<file path="src/rtl/i2c_pkg.sv">
// Shared definitions for the burst-mode I2C slave.
//   slave_state_t : 4-bit FSM encodings, also exported on slave_state
//   ACK / NACK    : SDA levels of the acknowledge bit
//   BIT_LAST      : bit down-counter reload (8 bits -> 7..0)
//   FETCH_CYCLES  : RD_FETCH down-counter reload (strobe, wait, load)
package i2c_pkg;

  typedef enum logic [3:0] {
    ST_IDLE      = 4'd0,
    ST_DEV_ADDR  = 4'd1,
    ST_DEV_ACK   = 4'd2,
    ST_MADDR     = 4'd3,
    ST_MADDR_ACK = 4'd4,
    ST_WDATA     = 4'd5,
    ST_WDATA_ACK = 4'd6,
    ST_RD_FETCH  = 4'd7,
    ST_RDATA     = 4'd8,
    ST_RDATA_ACK = 4'd9
  } slave_state_t;

  localparam logic ACK  = 1'b0;
  localparam logic NACK = 1'b1;

  localparam logic [2:0] BIT_LAST     = 3'd7;
  localparam logic [2:0] FETCH_CYCLES = 3'd2;

endpackage

</file>
<file path="src/rtl/i2c_bus_sync.sv">
// SCL/SDA synchroniser and bus-condition detector.
//   clk, reset   : system clock, synchronous active-high reset
//   scl, sda_in  : raw bus lines
//   sda_s        : synchronised SDA
//   scl_rise/fall: one-clk pulses on synchronised SCL edges
//   start_det    : one-clk pulse, SDA falls while SCL high
//   stop_det     : one-clk pulse, SDA rises while SCL high
module i2c_bus_sync #(
  parameter int SYNC_STAGES = 2
) (
  input  logic clk,
  input  logic reset,
  input  logic scl,
  input  logic sda_in,
  output logic sda_s,
  output logic scl_rise,
  output logic scl_fall,
  output logic start_det,
  output logic stop_det
);

  logic [SYNC_STAGES-1:0] scl_sync;
  logic [SYNC_STAGES-1:0] sda_sync;
  logic                   scl_prev;
  logic                   sda_prev;
  logic                   scl_s;

  // Idle bus is high, so everything resets to 1 to avoid a false edge.
  always_ff @(posedge clk) begin
    if (reset) begin
      scl_sync <= '1;
      sda_sync <= '1;
      scl_prev <= 1'b1;
      sda_prev <= 1'b1;
    end else begin
      scl_sync[0] <= scl;
      sda_sync[0] <= sda_in;
      for (int i = 1; i < SYNC_STAGES; i++) begin
        scl_sync[i] <= scl_sync[i-1];
        sda_sync[i] <= sda_sync[i-1];
      end
      scl_prev <= scl_sync[SYNC_STAGES-1];
      sda_prev <= sda_sync[SYNC_STAGES-1];
    end
  end

  assign scl_s     = scl_sync[SYNC_STAGES-1];
  assign sda_s     = sda_sync[SYNC_STAGES-1];
  assign scl_rise  = scl_s & ~scl_prev;
  assign scl_fall  = ~scl_s & scl_prev;
  // SCL must be high on both samples so an SCL edge never looks like START/STOP.
  assign start_det = scl_s & scl_prev & sda_prev & ~sda_s;
  assign stop_det  = scl_s & scl_prev & ~sda_prev & sda_s;

endmodule

</file>
<file path="src/rtl/i2c_slave_burst.sv">
// I2C slave bridging to a simple synchronous memory with burst access.
//   clk, reset          : system clock, synchronous active-high reset
//   id                  : own 7-bit device address
//   scl, sda_in, sda_oe : bus lines (sda_oe=1 pulls SDA low)
//   ce, rden, wren      : one-clk memory strobes
//   addr, wdata, rdata  : memory address / write data / read data (1 clk after rden)
//   busy                : START seen, STOP not yet seen
//   slave_state         : FSM encoding, slave_data : shift register
//
// state        | meaning
// IDLE         | waiting for START (also after NACK / address mismatch)
// DEV_ADDR     | shifting 7-bit device address + R/W
// DEV_ACK      | driving ACK for matched device address
// MADDR        | shifting a memory-address byte
// MADDR_ACK    | driving ACK for memory-address byte
// WDATA        | shifting a write-data byte
// WDATA_ACK    | driving ACK, then address increment
// RD_FETCH     | memory read strobe and load of shift register
// RDATA        | driving data bits, MSB first
// RDATA_ACK    | SDA released, sampling master ACK/NACK
module i2c_slave_burst
  import i2c_pkg::*;
#(
  parameter int MEM_AW      = 8,
  parameter int ADDR_BYTES  = 1,
  parameter int MEM_DEPTH   = 256,
  parameter int SYNC_STAGES = 2
) (
  input  logic              clk,
  input  logic              reset,
  input  logic [6:0]        id,
  input  logic              scl,
  input  logic              sda_in,
  output logic              sda_oe,
  output logic              ce,
  output logic              rden,
  output logic              wren,
  output logic [MEM_AW-1:0] addr,
  output logic [7:0]        wdata,
  input  logic [7:0]        rdata,
  output logic              busy,
  output logic [3:0]        slave_state,
  output logic [7:0]        slave_data
);

  localparam logic [MEM_AW-1:0] LAST_ADDR  = MEM_AW'(MEM_DEPTH - 1);
  localparam logic [16:0]       DEPTH_VAL  = 17'(MEM_DEPTH);
  localparam logic              BYTE_LAST  = 1'(ADDR_BYTES - 1);

  logic sda_s, scl_rise, scl_fall, start_det, stop_det;

  i2c_bus_sync #(.SYNC_STAGES(SYNC_STAGES)) u_sync (
    .clk       (clk),
    .reset     (reset),
    .scl       (scl),
    .sda_in    (sda_in),
    .sda_s     (sda_s),
    .scl_rise  (scl_rise),
    .scl_fall  (scl_fall),
    .start_det (start_det),
    .stop_det  (stop_det)
  );

  slave_state_t      state_q, state_n;
  logic [2:0]        bit_cnt_q, bit_cnt_n;
  logic [7:0]        shift_q, shift_n;
  logic [7:0]        acc_q, acc_n;
  logic              rw_q, rw_n;
  logic              byte_cnt_q, byte_cnt_n;
  logic              oe_q, oe_n;
  logic              ce_q, ce_n;
  logic              rden_q, rden_n;
  logic              wren_q, wren_n;
  logic [MEM_AW-1:0] addr_q, addr_n;
  logic [7:0]        wdata_q, wdata_n;
  logic              busy_q, busy_n;

  logic [7:0]        rx_byte;
  logic [15:0]       maddr_full;
  logic [MEM_AW-1:0] addr_inc;

  assign rx_byte    = {shift_q[6:0], sda_s};
  assign maddr_full = (ADDR_BYTES == 2) ? {acc_q, rx_byte} : {8'h00, rx_byte};
  assign addr_inc   = (addr_q == LAST_ADDR) ? '0 : addr_q + MEM_AW'(1);

  always_ff @(posedge clk) begin
    if (reset) begin
      state_q    <= ST_IDLE;
      bit_cnt_q  <= '0;
      shift_q    <= '0;
      acc_q      <= '0;
      rw_q       <= 1'b0;
      byte_cnt_q <= 1'b0;
      oe_q       <= 1'b0;
      ce_q       <= 1'b0;
      rden_q     <= 1'b0;
      wren_q     <= 1'b0;
      addr_q     <= '0;
      wdata_q    <= '0;
      busy_q     <= 1'b0;
    end else begin
      state_q    <= state_n;
      bit_cnt_q  <= bit_cnt_n;
      shift_q    <= shift_n;
      acc_q      <= acc_n;
      rw_q       <= rw_n;
      byte_cnt_q <= byte_cnt_n;
      oe_q       <= oe_n;
      ce_q       <= ce_n;
      rden_q     <= rden_n;
      wren_q     <= wren_n;
      addr_q     <= addr_n;
      wdata_q    <= wdata_n;
      busy_q     <= busy_n;
    end
  end

  // ACK states use oe_q as their phase flag: the first SCL fall starts
  // driving the ACK, the second one (end of the 9th bit) releases it.
  always_comb begin
    state_n    = state_q;
    bit_cnt_n  = bit_cnt_q;
    shift_n    = shift_q;
    acc_n      = acc_q;
    rw_n       = rw_q;
    byte_cnt_n = byte_cnt_q;
    oe_n       = oe_q;
    addr_n     = addr_q;
    wdata_n    = wdata_q;
    busy_n     = busy_q;
    ce_n       = 1'b0;
    rden_n     = 1'b0;
    wren_n     = 1'b0;

    if (start_det) begin
      state_n   = ST_DEV_ADDR;
      bit_cnt_n = BIT_LAST;
      shift_n   = '0;
      acc_n     = '0;
      oe_n      = 1'b0;
      busy_n    = 1'b1;
    end else if (stop_det) begin
      state_n = ST_IDLE;
      oe_n    = 1'b0;
      busy_n  = 1'b0;
    end else begin
      case (state_q)
        ST_IDLE: ;

        ST_DEV_ADDR: if (scl_rise) begin
          shift_n   = rx_byte;
          bit_cnt_n = bit_cnt_q - 3'd1;
          if (bit_cnt_q == 3'd0) begin
            rw_n    = sda_s;
            state_n = (shift_q[6:0] == id) ? ST_DEV_ACK : ST_IDLE;
          end
        end

        ST_DEV_ACK: if (scl_fall) begin
          if (!oe_q) begin
            oe_n = 1'b1;
          end else begin
            oe_n       = 1'b0;
            bit_cnt_n  = BIT_LAST;
            byte_cnt_n = BYTE_LAST;
            state_n    = ST_MADDR;
          end
        end

        ST_MADDR: if (scl_rise) begin
          shift_n   = rx_byte;
          bit_cnt_n = bit_cnt_q - 3'd1;
          if (bit_cnt_q == 3'd0) begin
            acc_n = rx_byte;
            if (byte_cnt_q != 1'b0) begin
              state_n = ST_MADDR_ACK;
            end else if ({1'b0, maddr_full} >= DEPTH_VAL) begin
              state_n = ST_IDLE;
            end else begin
              addr_n  = maddr_full[MEM_AW-1:0];
              state_n = ST_MADDR_ACK;
            end
          end
        end

        ST_MADDR_ACK: begin
          // Reads fetch during the ACK high phase so the MSB is ready
          // for the same SCL fall that releases the ACK.
          if (scl_rise && oe_q && byte_cnt_q == 1'b0 && rw_q) begin
            state_n   = ST_RD_FETCH;
            bit_cnt_n = FETCH_CYCLES;
          end else if (scl_fall) begin
            if (!oe_q) begin
              oe_n = 1'b1;
            end else begin
              oe_n      = 1'b0;
              bit_cnt_n = BIT_LAST;
              if (byte_cnt_q != 1'b0) begin
                byte_cnt_n = byte_cnt_q - 1'b1;
                state_n    = ST_MADDR;
              end else begin
                state_n = ST_WDATA;
              end
            end
          end
        end

        ST_WDATA: if (scl_rise) begin
          shift_n   = rx_byte;
          bit_cnt_n = bit_cnt_q - 3'd1;
          if (bit_cnt_q == 3'd0) begin
            wdata_n = rx_byte;
            ce_n    = 1'b1;
            wren_n  = 1'b1;
            state_n = ST_WDATA_ACK;
          end
        end

        ST_WDATA_ACK: if (scl_fall) begin
          if (!oe_q) begin
            oe_n = 1'b1;
          end else begin
            oe_n      = 1'b0;
            addr_n    = addr_inc;
            bit_cnt_n = BIT_LAST;
            state_n   = ST_WDATA;
          end
        end

        ST_RD_FETCH: begin
          bit_cnt_n = bit_cnt_q - 3'd1;
          if (bit_cnt_q == FETCH_CYCLES) begin
            ce_n   = 1'b1;
            rden_n = 1'b1;
          end else if (bit_cnt_q == 3'd0) begin
            shift_n   = rdata;
            bit_cnt_n = BIT_LAST;
            state_n   = ST_RDATA;
          end
        end

        ST_RDATA: begin
          if (scl_fall) begin
            oe_n = ~shift_q[7];
          end else if (scl_rise) begin
            shift_n   = {shift_q[6:0], 1'b0};
            bit_cnt_n = bit_cnt_q - 3'd1;
            if (bit_cnt_q == 3'd0) state_n = ST_RDATA_ACK;
          end
        end

        ST_RDATA_ACK: begin
          if (scl_fall) begin
            oe_n = 1'b0;
          end else if (scl_rise) begin
            if (sda_s == ACK) begin
              addr_n    = addr_inc;
              bit_cnt_n = FETCH_CYCLES;
              state_n   = ST_RD_FETCH;
            end else begin
              state_n = ST_IDLE;
            end
          end
        end

        default: state_n = ST_IDLE;
      endcase
    end
  end

  assign sda_oe      = oe_q;
  assign ce          = ce_q;
  assign rden        = rden_q;
  assign wren        = wren_q;
  assign addr        = addr_q;
  assign wdata       = wdata_q;
  assign busy        = busy_q;
  assign slave_state = state_q;
  assign slave_data  = shift_q;

endmodule

</file>
<file path="config.mk">
export PLATFORM = sky130hd
export DESIGN_NAME = i2c_slave_burst
export DESIGN_NICKNAME = d
export VERILOG_FILES = /design/src/rtl/i2c_pkg.sv /design/src/rtl/i2c_bus_sync.sv /design/src/rtl/i2c_slave_burst.sv
export SDC_FILE = /design/constraint.sdc
export NUM_CORES = 1
export LEC_CHECK = 0
export ABC_AREA = 1
export BUFFER_PORTS_ARGS = -buffer_cell sky130_fd_sc_hd__buf_2
export CAP_MARGIN = 20
export CORE_MARGIN = 1.5
export CORE_UTILIZATION = 59
export DETAILED_ROUTE_END_ITERATION = 10
export GPL_TIMING_DRIVEN = 0
export PLACE_DENSITY = 0.85
export SETUP_SLACK_MARGIN = 0.2
export SLEW_MARGIN = 20
export SYNTH_ARGS = -nofsm -noshare
export SYNTH_HDL_FRONTEND = slang
export SYNTH_HIERARCHICAL = 1
export SYNTH_SLANG_ARGS = --single-unit
</file>
<file path="constraint.sdc">
create_clock -name clk -period 3 [get_ports clk]
set_input_delay 0.6 -clock clk [delete_from_list [all_inputs] [get_ports clk]]
set_output_delay 0.6 -clock clk [all_outputs]
set_load 0.1 [all_outputs]
</file>
==> impl_results.md <==
* Max-cap violations at 0
* Vertical die dimension at 69.3 µm
* Quantity of gates resized following cts at 0
* Leakage power figure at 1.58 nW
* # Post-CTS Setup Buffers at 0
* CTS root buffer: sky130_fd_sc_hd__clkbuf_8
* Setup total negative slack at 0 ps
* Fin. Hold Viols at 0
* Setup WS pre-CTS at 1010 ps
* Maximum fanout along the worst path at 10
* Horizontal die dimension at 69.3 µm
* Placed instance area at 0.00291 mm²
* Initial antenna violation count at 0
* Fraction of layout instances using a drive strength above 1 at 20.0%
* Kind of end point of the critical path: flip-flop
* Hold path startpoint: u_sync/scl_sync[0]
* First-iteration detailed-routing DRC count at 184
* Endpoint with the worst hold slack: u_sync/scl_sync[1]
* Unrepaired setup endpoints after global routing: no
* Number of setup violations in the final report at 0
* Tightest hold margin at 429 ps
* Count of fill cells added during filler insertion at 375
* Synth Instances at 406
* Max Clock Freq at 479 MHz
* Final cell area excluding filler cells at 0.00300 mm²
* Final non-filler cell total at 515
* Number of nets in the synthesized netlist at 429
* Count of H-tree levels built during CTS at 2
* Reg2Reg Capture Point: addr[1]
* Wire per inst at 13.1 µm
* Number of top-level pins at 52
* Clock sink total at 43
* Worst clock skew on the final layout at 14.9 ps
* Hold path cells at 1
* Setup slack of the worst register-to-register path at 910 ps
* Element type at the critical path start: flip-flop
* Row count at 23
* Result of the run: finished clean
* Count of hold buffers inserted by post-cts repair at 0
* Final #Nets at 487
* Post-route DRC at 0
* Synth Cell Area at 0.00259 mm²
* Number of clock buffers inserted by TritonCTS at 5
* Total count of max-transition violations in the final report at 0
* Final clock period utilization by the worst path at 69.5%
* First-pass DRT Iterations at 5
* Overall via count from detail_route at 2740
* Synthesized area divided by synthesized cell count at 6.39 µm²
* Number of routed nets with antenna violations at 0
* Total power per unit cell area at 1080 mW/mm²
* Maximum clock insertion buffer count at 2
* Remaining max-slew budget at the tightest pin at 63.7%
* GRT Total Usage at 28.6%
* Register bit total from synthesis at 43
* Largest net degree at the start of global routing at 14
* Number of global-route vias before repair at 2530
* Number of cells on the worst reg-to-reg path at 10
* Global-route wire length before repair at 11200 µm
* Min-delay worst type: flip-flop to flip-flop
* Number of antenna repair diodes at 0
* Launching element of the worst setup path: u_sync/scl_sync[1]
* Floorplan Core Area at 0.00412 mm²
* YS warnings at 6
* Starting density of the core at 63.1%
* Reg-to-Reg Start: u_sync/scl_sync[1]
* Min setup slack post-route at 914 ps
* Total grt overflow at 0
* RePlAce Congestion at 0.975
* Number of unique standard cell types used by synthesis at 31
* Die footprint at 0.00481 mm²
* Peak supply drop at 587 µV
* Port buffer count at 51
* Drt via density at 5.32
* Worst path arrival time at 2280 ps
* Number of placed cells counting well taps at 507
* Worst-path clk slew at 80 ps
* Post-detailed-routing wire length at 6730 µm
* Overall power of the completed layout at 3.25 mW
* Detailed placer's ending HPWL at 5140 µm
* Insertion delay of the later-clocked pin in the worst-skew pair at 310 ps
* Register area share after synthesis at 33.2%
* Syn-to-layout area delta at 15.5%
* Type of the worst setup path: flip-flop to flip-flop
* Final critical-path required period at 2090 ps
* Utilization after layout at 72.8%
* Slew at the pin closest to its max-slew limit at 542 ps
* Data required time of the critical path at 3200 ps
* TritonCTS clock tree: built
## worst max-delay path, cell delays in order, from the launching register on
cell and delay (ps):
sky130_fd_sc_hd__dfxtp_1 370, sky130_fd_sc_hd__inv_1 80, sky130_fd_sc_hd__nor2_1 340, sky130_fd_sc_hd__nand3_1 280
sky130_fd_sc_hd__nand3_1 150, sky130_fd_sc_hd__nand3_1 130, sky130_fd_sc_hd__a21oi_4 200, sky130_fd_sc_hd__nand2_2 100
sky130_fd_sc_hd__buf_6 160, sky130_fd_sc_hd__nor2_1 130, sky130_fd_sc_hd__nor2_1 60
## cell type report
| class | instances | area [µm²] | area share, % |
|---|---|---|---|
| Buffer | 7 | 45.0 | 1.50 |
| Clock inverter | 2 | 12.5 | 0.417 |
| Timing Repair Buffer | 51 | 255 | 8.51 |
| Inverter | 53 | 199 | 6.64 |
| Tap cell | 50 | 62.6 | 2.09 |
| Sequential cell | 43 | 861 | 28.7 |
| Clock buffer | 6 | 72.6 | 2.42 |
| Multi-Input combinational cell | 303 | 1490 | 49.7 |
## how the worst max path moves through the flow
stage	endpoint	slack, ps	cells after the start
2_1_floorplan	slave_data[1]	650	10
3_3_place_gp	addr[1]	1050	10
3_5_place_dp	addr[1]	1010	10
4_1_cts	addr[1]	970	10
5_1_grt	addr[1]	730	10
6_report	addr[1]	910	10
## cells by family (layout without fill, tap and decap cells)
family,after synthesis,count (layout),synth area share [%]
AND/OR/NAND/NOR,231,231,39.5
AO/OA/AOI/OAI,58,58,12.6
adder cells (fa/ha/maj),4,4,1.93
flip-flops,43,43,33.2
XOR/XNOR,10,10,3.37
buffers and inverters,60,119,9.40
## cell usage in the layout, fill, tap and decap left out
master / n
sky130_fd_sc_hd__nand2_1: 91
sky130_fd_sc_hd__nor2_1: 78
sky130_fd_sc_hd__buf_2: 54
sky130_fd_sc_hd__inv_1: 47
sky130_fd_sc_hd__dfxtp_1: 43
sky130_fd_sc_hd__o21ai_0: 30
sky130_fd_sc_hd__nand3_1: 29
sky130_fd_sc_hd__a21oi_1: 18
sky130_fd_sc_hd__nand2_2: 10
sky130_fd_sc_hd__xor2_1: 10
sky130_fd_sc_hd__inv_2: 6
sky130_fd_sc_hd__nor2_2: 5
sky130_fd_sc_hd__clkbuf_8: 5
sky130_fd_sc_hd__o22ai_1: 4
sky130_fd_sc_hd__ha_1: 4
sky130_fd_sc_hd__or2_1: 4
sky130_fd_sc_hd__nor2_4: 3
sky130_fd_sc_hd__nand4_1: 3
sky130_fd_sc_hd__a21oi_4: 2
sky130_fd_sc_hd__buf_6: 2
sky130_fd_sc_hd__nand2_4: 2
sky130_fd_sc_hd__nor3_1: 2
sky130_fd_sc_hd__clkbuf_1: 2
sky130_fd_sc_hd__nor3_4: 1
sky130_fd_sc_hd__buf_1: 1
sky130_fd_sc_hd__nand3b_1: 1
sky130_fd_sc_hd__o21a_1: 1
sky130_fd_sc_hd__o211ai_1: 1
sky130_fd_sc_hd__nand3_2: 1
sky130_fd_sc_hd__o21bai_1: 1
sky130_fd_sc_hd__nor3b_1: 1
sky130_fd_sc_hd__a21boi_0: 1
sky130_fd_sc_hd__clkinvlp_4: 1
sky130_fd_sc_hd__clkinv_2: 1
## per-layer routing
layer	GRT usage [%]	part of all wire, %
met5	0	0
met3	6.54	8.2
met4	9.59	2.0
met1	37.2	44
met2	46.8	45
## synth_stat cells
cell | instances | area (µm²)
sky130_fd_sc_hd__nand2_1 | 91 | 342
sky130_fd_sc_hd__nand3b_1 | 1 | 7.51
sky130_fd_sc_hd__nor3_4 | 1 | 16.3
sky130_fd_sc_hd__nand3_2 | 1 | 10.0
sky130_fd_sc_hd__buf_1 | 1 | 3.75
sky130_fd_sc_hd__nand4_1 | 3 | 18.8
sky130_fd_sc_hd__nor3b_1 | 1 | 7.51
sky130_fd_sc_hd__or2_1 | 4 | 25.0
sky130_fd_sc_hd__nand2_4 | 2 | 22.5
sky130_fd_sc_hd__o21a_1 | 1 | 7.51
sky130_fd_sc_hd__nor2_2 | 5 | 31.3
sky130_fd_sc_hd__nor3_1 | 2 | 10.0
sky130_fd_sc_hd__inv_2 | 6 | 22.5
sky130_fd_sc_hd__nor2_4 | 3 | 33.8
sky130_fd_sc_hd__a21oi_1 | 18 | 90.1
sky130_fd_sc_hd__inv_1 | 47 | 176
sky130_fd_sc_hd__xor2_1 | 10 | 87.6
sky130_fd_sc_hd__o211ai_1 | 1 | 7.51
sky130_fd_sc_hd__buf_6 | 2 | 22.5
sky130_fd_sc_hd__dfxtp_1 | 43 | 861
sky130_fd_sc_hd__o22ai_1 | 4 | 25.0
sky130_fd_sc_hd__o21bai_1 | 1 | 7.51
sky130_fd_sc_hd__a21boi_0 | 1 | 7.51
sky130_fd_sc_hd__nand3_1 | 29 | 145
sky130_fd_sc_hd__ha_1 | 4 | 50.1
sky130_fd_sc_hd__clkbuf_1 | 1 | 3.75
sky130_fd_sc_hd__nand2_2 | 10 | 62.6
sky130_fd_sc_hd__a21oi_4 | 2 | 32.5
sky130_fd_sc_hd__nor2_1 | 78 | 293
sky130_fd_sc_hd__o21ai_0 | 30 | 150
sky130_fd_sc_hd__buf_2 | 3 | 15.0
## power by group
group	internal, mW	switching (mW)	total (mW)	leakage [nW]
clock	0.163	0.214	0.377	0.0412
combinational	0.533	1.53	2.06	1.19
sequential	0.682	0.134	0.816	0.350
## state kept, by name, indices dropped and copies added, names as in the netlist
| name | cells |
|---|---|
| rden | 1 |
| slave_state | 4 |
| ce | 1 |
| u_sync/sda_sync | 2 |
| rw_q | 1 |
| u_sync/scl_prev | 1 |
| slave_data | 8 |
| sda_oe | 1 |
| wdata | 8 |
| u_sync/sda_prev | 1 |
| wren | 1 |
| busy | 1 |
| addr | 8 |
| u_sync/scl_sync | 2 |
| bit_cnt_q | 3 |
Note: power is estimated with default switching activity, not from simulation.
